## src/rtl/lhr_spec_fwd.sv

```systemverilog
// Speculative local-history forwarding for the local-history direction predictor.
// Tracks in-flight branch histories in D/E/M, forwards the youngest match to F, repairs in E, commits from M.
module lhr_spec_fwd #(
   parameter int m = 6,
   parameter int k = 10,
   parameter int C = 16
) (
   input  logic         clk,
   input  logic         reset,
   input  logic         StallD,
   input  logic         StallE,
   input  logic         StallM,
   input  logic         StallW,
   input  logic         FlushD,
   input  logic         FlushE,
   input  logic         FlushM,
   input  logic         FlushW,
   input  logic         BranchF,
   input  logic [m-1:0] IndexLHRF,
   input  logic [k-1:0] LHRArrayF,
   input  logic [1:0]   BPDirF,
   input  logic         BranchE,
   input  logic         PCSrcE,
   output logic [k-1:0] LHRF,
   output logic         FwdHitF,
   output logic         LHRRepairE,
   output logic         LHRWrEnM,
   output logic [m-1:0] LHRWrIdxM,
   output logic [k-1:0] LHRWrDataM,
   output logic [C-1:0] FwdHitCnt
);

   logic         vd_q, vd_d, pd_q, pd_d;
   logic [m-1:0] idxd_q, idxd_d;
   logic [k-1:0] hd_q, hd_d;
   logic         ve_q, ve_d, pe_q, pe_d;
   logic [m-1:0] idxe_q, idxe_d;
   logic [k-1:0] he_q, he_d;
   logic         vm_q, vm_d, pm_q, pm_d;
   logic [m-1:0] idxm_q, idxm_d;
   logic [k-1:0] hm_q, hm_d;
   logic [C-1:0] cnt_q, cnt_d;

   logic         match_d, match_e, match_m;
   logic [k-1:0] hc_e, hnew_f;

   always_comb begin
      LHRRepairE = ve_q & BranchE & (PCSrcE != pe_q);
      hc_e       = LHRRepairE ? {PCSrcE, he_q[k-2:0]} : he_q;

      match_d = vd_q & (idxd_q == IndexLHRF);
      match_e = ve_q & (idxe_q == IndexLHRF);
      match_m = vm_q & (idxm_q == IndexLHRF);
      FwdHitF = match_d | match_e | match_m;

      // Youngest in-flight entry wins; E forwards its repaired history.
      if (match_d)      LHRF = hd_q;
      else if (match_e) LHRF = hc_e;
      else if (match_m) LHRF = hm_q;
      else              LHRF = LHRArrayF;

      hnew_f = {BPDirF[1], LHRF[k-1:1]};

      LHRWrEnM   = vm_q & ~StallW & ~FlushW;
      LHRWrIdxM  = idxm_q;
      LHRWrDataM = hm_q;
      FwdHitCnt  = cnt_q;
   end

   always_comb begin
      {vd_d, idxd_d, hd_d, pd_d} = {vd_q, idxd_q, hd_q, pd_q};
      {ve_d, idxe_d, he_d, pe_d} = {ve_q, idxe_q, he_q, pe_q};
      {vm_d, idxm_d, hm_d, pm_d} = {vm_q, idxm_q, hm_q, pm_q};
      cnt_d = cnt_q;

      if (FlushD)      vd_d = 1'b0;
      else if (!StallD) {vd_d, idxd_d, hd_d, pd_d} = {BranchF, IndexLHRF, hnew_f, BPDirF[1]};

      if (FlushE)      ve_d = 1'b0;
      else if (!StallE) {ve_d, idxe_d, he_d, pe_d} = {vd_q, idxd_q, hd_q, pd_q};

      if (FlushM)      vm_d = 1'b0;
      else if (!StallM) {vm_d, idxm_d, hm_d, pm_d} = {ve_q, idxe_q, hc_e, PCSrcE};

      if (FwdHitF && BranchF && (cnt_q != {C{1'b1}}))
         cnt_d = cnt_q + C'(1);
   end

   always_ff @(posedge clk or posedge reset) begin
      if (reset) begin
         {vd_q, idxd_q, hd_q, pd_q} <= '0;
         {ve_q, idxe_q, he_q, pe_q} <= '0;
         {vm_q, idxm_q, hm_q, pm_q} <= '0;
         cnt_q <= '0;
      end else begin
         {vd_q, idxd_q, hd_q, pd_q} <= {vd_d, idxd_d, hd_d, pd_d};
         {ve_q, idxe_q, he_q, pe_q} <= {ve_d, idxe_d, he_d, pe_d};
         {vm_q, idxm_q, hm_q, pm_q} <= {vm_d, idxm_d, hm_d, pm_d};
         cnt_q <= cnt_d;
      end
   end

endmodule

```

## config.mk

```make
export PLATFORM = sky130hd
export DESIGN_NAME = lhr_spec_fwd
export DESIGN_NICKNAME = d
export VERILOG_FILES = /design/src/rtl/lhr_spec_fwd.sv
export SDC_FILE = /design/constraint.sdc
export NUM_CORES = 1
export LEC_CHECK = 0
export CORE_MARGIN = 5
export CORE_UTILIZATION = 46
export DETAILED_ROUTE_END_ITERATION = 8
export GPL_TIMING_DRIVEN = 0
export PLACE_DENSITY = 0.86
export SYNTH_ARGS = -nofsm -noshare
export SYNTH_HDL_FRONTEND = slang
export SYNTH_SLANG_ARGS = --single-unit
export TNS_END_PERCENT = 30
```

## constraint.sdc

```tcl
create_clock -name clk -period 2.3 [get_ports clk]
set_input_delay 0.575 -clock clk [delete_from_list [all_inputs] [get_ports clk]]
set_output_delay 0.575 -clock clk [all_outputs]
set_load 0.005 [all_outputs]
```

== After elaboration in Yosys (flattened, before gate mapping) ==
Index checks and enable logic that the tools add are counted.

* $add $sub $neg: 1
* Eq/ne operators: 8
* Mux-type cells: 10
* Bitwise operators: 17
* Reduce and logical (&&, ||, !) cells: 5

{| class="wikitable"
|+ Operators by type and width
! operator !! count
|-
| $mux W10 || 4
|-
| $eq A6 B6 Y1 || 3
|-
| $add A16 B1 Y16 const B || 1
|-
| $ne A16 B16 Y1 const B || 1
|-
| $not A1 Y1 || 8
|-
| $and A1 B1 Y1 || 7
|-
| $mux W1 || 6
|-
| $ne A2 B1 Y1 const B || 3
|-
| $reduce_and A2 Y1 || 3
|-
| $logic_and A1 B1 Y1 || 2
|-
| $or A1 B1 Y1 || 2
|-
| $ne A1 B1 Y1 || 1
|}

* Flip-flop bits (word level): 69
* Output and inout port bits: 45

== Logic depth before layout (Yosys ltp) ==
* Depth after elaboration: 6
* Mapped depth: 7
* Mapped depth without buffers: 5

== Least setup slack after synthesis ==
No wires, ideal clock.

* Kind: input to output
* Start: in IndexLHRF[0]
* End: out LHRF[0]
* Arrival time: 1.908 ns
* Setup slack: -0.183 ns
* Stages: 6
* Cells stage by stage: xor2_1 > or4_4 > buf_6 > buf_6 > nor3b_1 > a211oi_1

* Word-level cells in the longest chain between the ends: 5

{| class="wikitable"
|+ Ends and longest elaborated chain
! element !! line !! text
|-
| start: declaration || 19 || <nowiki>input logic [m-1:0] IndexLHRF,</nowiki>
|-
| $eq A6 B6 Y1 || 53 || <nowiki>match_m = vm_q & (idxm_q == IndexLHRF);</nowiki>
|-
| $and A1 B1 Y1 || 53 ||
|-
| $mux W10 || 59 || <nowiki>else if (match_m) LHRF = hm_q;</nowiki>
|-
| $mux W10 || 58 || <nowiki>else if (match_e) LHRF = hc_e;</nowiki>
|-
| $mux W10 * || 57 || <nowiki>if (match_d) LHRF = hd_q;</nowiki>
|-
| end: declaration || 24 || <nowiki>output logic [k-1:0] LHRF,</nowiki>
|}

Mark *: on every way between the ends. The rest lies on a longest branch, timed or not.

== Worst setup path in the final report ==
Same ends and word-level chain as after synthesis.

==> flow_metrics.py <==
metrics = {
    "logic_synthesis": {
        "synth_top_family_by_area": "compound AO/OA/AOI/OAI gates",
        "synth_ff_type": "dfrtp_1",
        "synth_edf_count": 0,
        "synthArstFlopShare": 1.00,
        "synth_cells": 321,
        "syn-mean-instance-area_um2": 11.0,
        "synth.net_count": 353,
        "seq_area_frac_synth": 0.475,
        "synth_adder_area_share": 0.00354,
        "synth_mux_area_frac": 0.123,
        "synth-xor-area-share": 0.0793,
        "synth_compound_gate_area_share": 0.177,
        "yosysWarnings": 0,
        "yosys.area_share.simple": 0.101,
        "synth_seq_cells": 67,
        "yosysUniqueCellTypes": 40,
        "synth_area_mm2": 0.00353,
    },
    "cts": {
        "cts_root_buf": "clkbuf_8",
        "cts_sinks": 67,
        "cts_buffers": 9,
        "insertion_delay_ns": 0.35,
        "ctsHoldBuffers": 0,
        "cts_max_level": 3,
        "cts_tree": "done",
        "cts_max_path_buffers": 2,
        "clk_pin_slew_ns": 0.07,
    },
    "floorplan": {
        "fp.coreArea_mm2": 0.00761,
        "die_area_mm2": 0.00953,
        "die_w_um": 97.6,
        "die_h_um": 97.6,
        "io_pins": 76,
        "start_util": 0.464,
        "num_rows": 32,
    },
    "timing": {
        "worst_pin_slew_ns": 0.828,
        "setup-tns-final_ns": -5.62,
        "skew_ns": 0.0105,
        "final-hold-violation-count": 0,
        "whs_ns": 0.496,
        "fin_crit_sh": 1.25,
        "slew_viol_final": 0,
        "setup_viol": 11,
        "rsz0062_at_grt": "yes",
        "fin_ws_ns": -0.570,
        "min_period_ns": 2.87,
        "max_freq_mhz": 348,
        "relSlewSlack": 0.448,
    },
    "route": {
        "drtIter0Drc": 190,
        "via_per_inst": 5.67,
        "drtAntennaViolNets": 0,
        "drc": 0,
        "routed-via-count": 2999,
        "first_pass_iters": 4,
        "routed_wl_um": 10200,
        "wl_per_cell_um": 19.2,
    },
    "cells_and_area": {
        "syn_to_final_growth_pct": 40.5,
        "multi_input_area_mm2": 0.00193,
        "antenna_cells": 0,
        "nets": 454,
        "fill_cells": 579,
        "area.sequential_mm2": 0.00168,
        "drive_gt1_frac": 0.342,
    },
    "placement": {
        "numPortBuffers": 74,
        "gp_congestion": 0.832,
        "dpl.hpwl_um": 6440,
    },
    "critical_path": {
        "start_kind": "primary input",
        "timing.critical_path.to_type": "output pin",
        "critical_path_class": "in -> out",
        "rrSetupSlack_ns": 0.08,
        "path_max_fanout": 4,
        "worstPathArrival_ns": 2.30,
        "cp.required_ns": 1.73,
    },
    "global_route": {
        "grtUsageTotal": 0.208,
        "antenna_found_initial": 0,
        "grt_pass1_vias": 3195,
        "grt-ovfl-total": 0,
        "grt_pass1_wl_um": 16000,
        "grt_max_degree": 68,
    },
    "flow_run": {
        "maxCapViolations": 0,
    },
    "power_and_ir_drop": {
        "peakVddDrop_uv": 401,
        "p_leak_nw": 2.14,
        "powerDensity_mw_per_mm2": 665,
        "fin_total_pwr_mw": 3.30,
    },
    "outcome": {
        "status": "finished with violations",
        "violations": "setup timing",
    },
    "worst_hold_path": {
        "hold_class": "in -> reg",
    },
}
cell type report:
type,instances,area share
plain buffers,16,0.0310
clock buffers,10,0.0277
clock inverters,6,0.0129
inverters,14,0.0111
multi-input cells,223,0.388
flip-flops and latches,67,0.338
well taps,102,0.0257
repair buffers,91,0.165
placed cells by master (no fill, tap or decap), types with 3 or more instances in the layout:
cell type and n:
buf_2 16, nor2_1 10, mux2_2 34, clkdlybuf4s50_1 56, o22ai_1 3, a21boi_0 7, buf_4 15, o21ai_2 3
clkbuf_2 3, buf_8 3, o22ai_2 5, o21ai_1 5, nand4_1 5, a211oi_4 4, a211oi_2 15, o31ai_1 8
buf_12 3, dfrtp_1 67, mux2i_1 4, clkbuf_8 11, xnor2_1 8, clkbuf_1 5, o31a_1 8, xor2_1 22
nand2_1 38, inv_1 13, nand3_1 4
repair_timing:
| item | CTS | global route |
|---|---|---|
| pin swaps | 10 | 9 |
| cloned | 1 | 1 |
| setup endpoints to repair | 50 | 15 |
| resized for setup | 116 | 29 |
| buffers inserted | 6 | 9 |
stage by stage:
stage	instance area, µm²	util	setup slack [ns]	cells
after floorplan	3540	-	-0.143	321
after global placement	4410	0.580	-1.57	497
after detailed placement	4420	0.580	-1.65	497
after CTS	4810	0.633	-0.572	519
after global routing	4960	0.652	-0.657	529
final	4960	0.652	-0.570	529
cells by family after synthesis:
logic type / count (synthesis)
adder cells (fa/ha/maj): 1
flip-flops: 67
buffers and inverters: 31
XOR/XNOR: 32
AND/OR/NAND/NOR: 75
multiplexers: 39
AO/OA/AOI/OAI: 76
sequential cells by signal, summed over array words and instances, names as in the netlist:
signal and count:
idxd_q 6, pe_q 1, FwdHitCnt 16, he_q 9
LHRWrDataM 10, LHRWrIdxM 6, vm_q 1, ve_q 1
vd_q 1, hd_q 9, pd_q 1, idxe_q 6
where the power goes:
part           leakage, nW  switching, mW  internal [mW]
registers            0.853          0.188           1.36
logic                 1.19          0.308          0.433
clock network       0.0987          0.477          0.530
total                 2.14          0.974           2.32
metal layers:
metal  part of all wire  global-route usage
met2               0.51               0.340
met5                  0                   0
met1               0.42               0.265
met3              0.058              0.0503
met4              0.021              0.0841
synth_stat cells, drive strengths merged (6+ instances only):
master	count	share of area
dfrtp	67	0.47
nand2	39	0.041
mux2	34	0.11
xor2	24	0.060
a211oi	20	0.052
inv	14	0.015
clkbuf	11	0.012
nor2	11	0.012
o21ai	10	0.014
o22ai	10	0.018
a21boi	9	0.019
o31ai	9	0.023
o31a	8	0.020
xnor2	8	0.020
buf	6	0.016
worst paths after layout:
check                              startpoint             to  depth (start not counted)
min in group asynchronous               reset   LHRWrIdxM[3]                          2
worst min-delay path             IndexLHRF[3]      idxd_q[3]                          3
worst max-delay path             IndexLHRF[0]        LHRF[0]                          8
worst min register to register  FwdHitCnt[12]  FwdHitCnt[12]                          1
max in group asynchronous               reset  LHRWrDataM[5]                          2
worst max register to register      idxd_q[0]  FwdHitCnt[15]                          7
critical path: stages:
cell	delay, ns
clkdlybuf4s15_2	0.22
xor2_1	0.15
or4_4	0.56
buf_8	0.15
buf_8	0.11
and2_4	0.15
a211oi_2	0.22
buf_2	0.15
No activity file was read; power rests on OpenSTA's default activity.
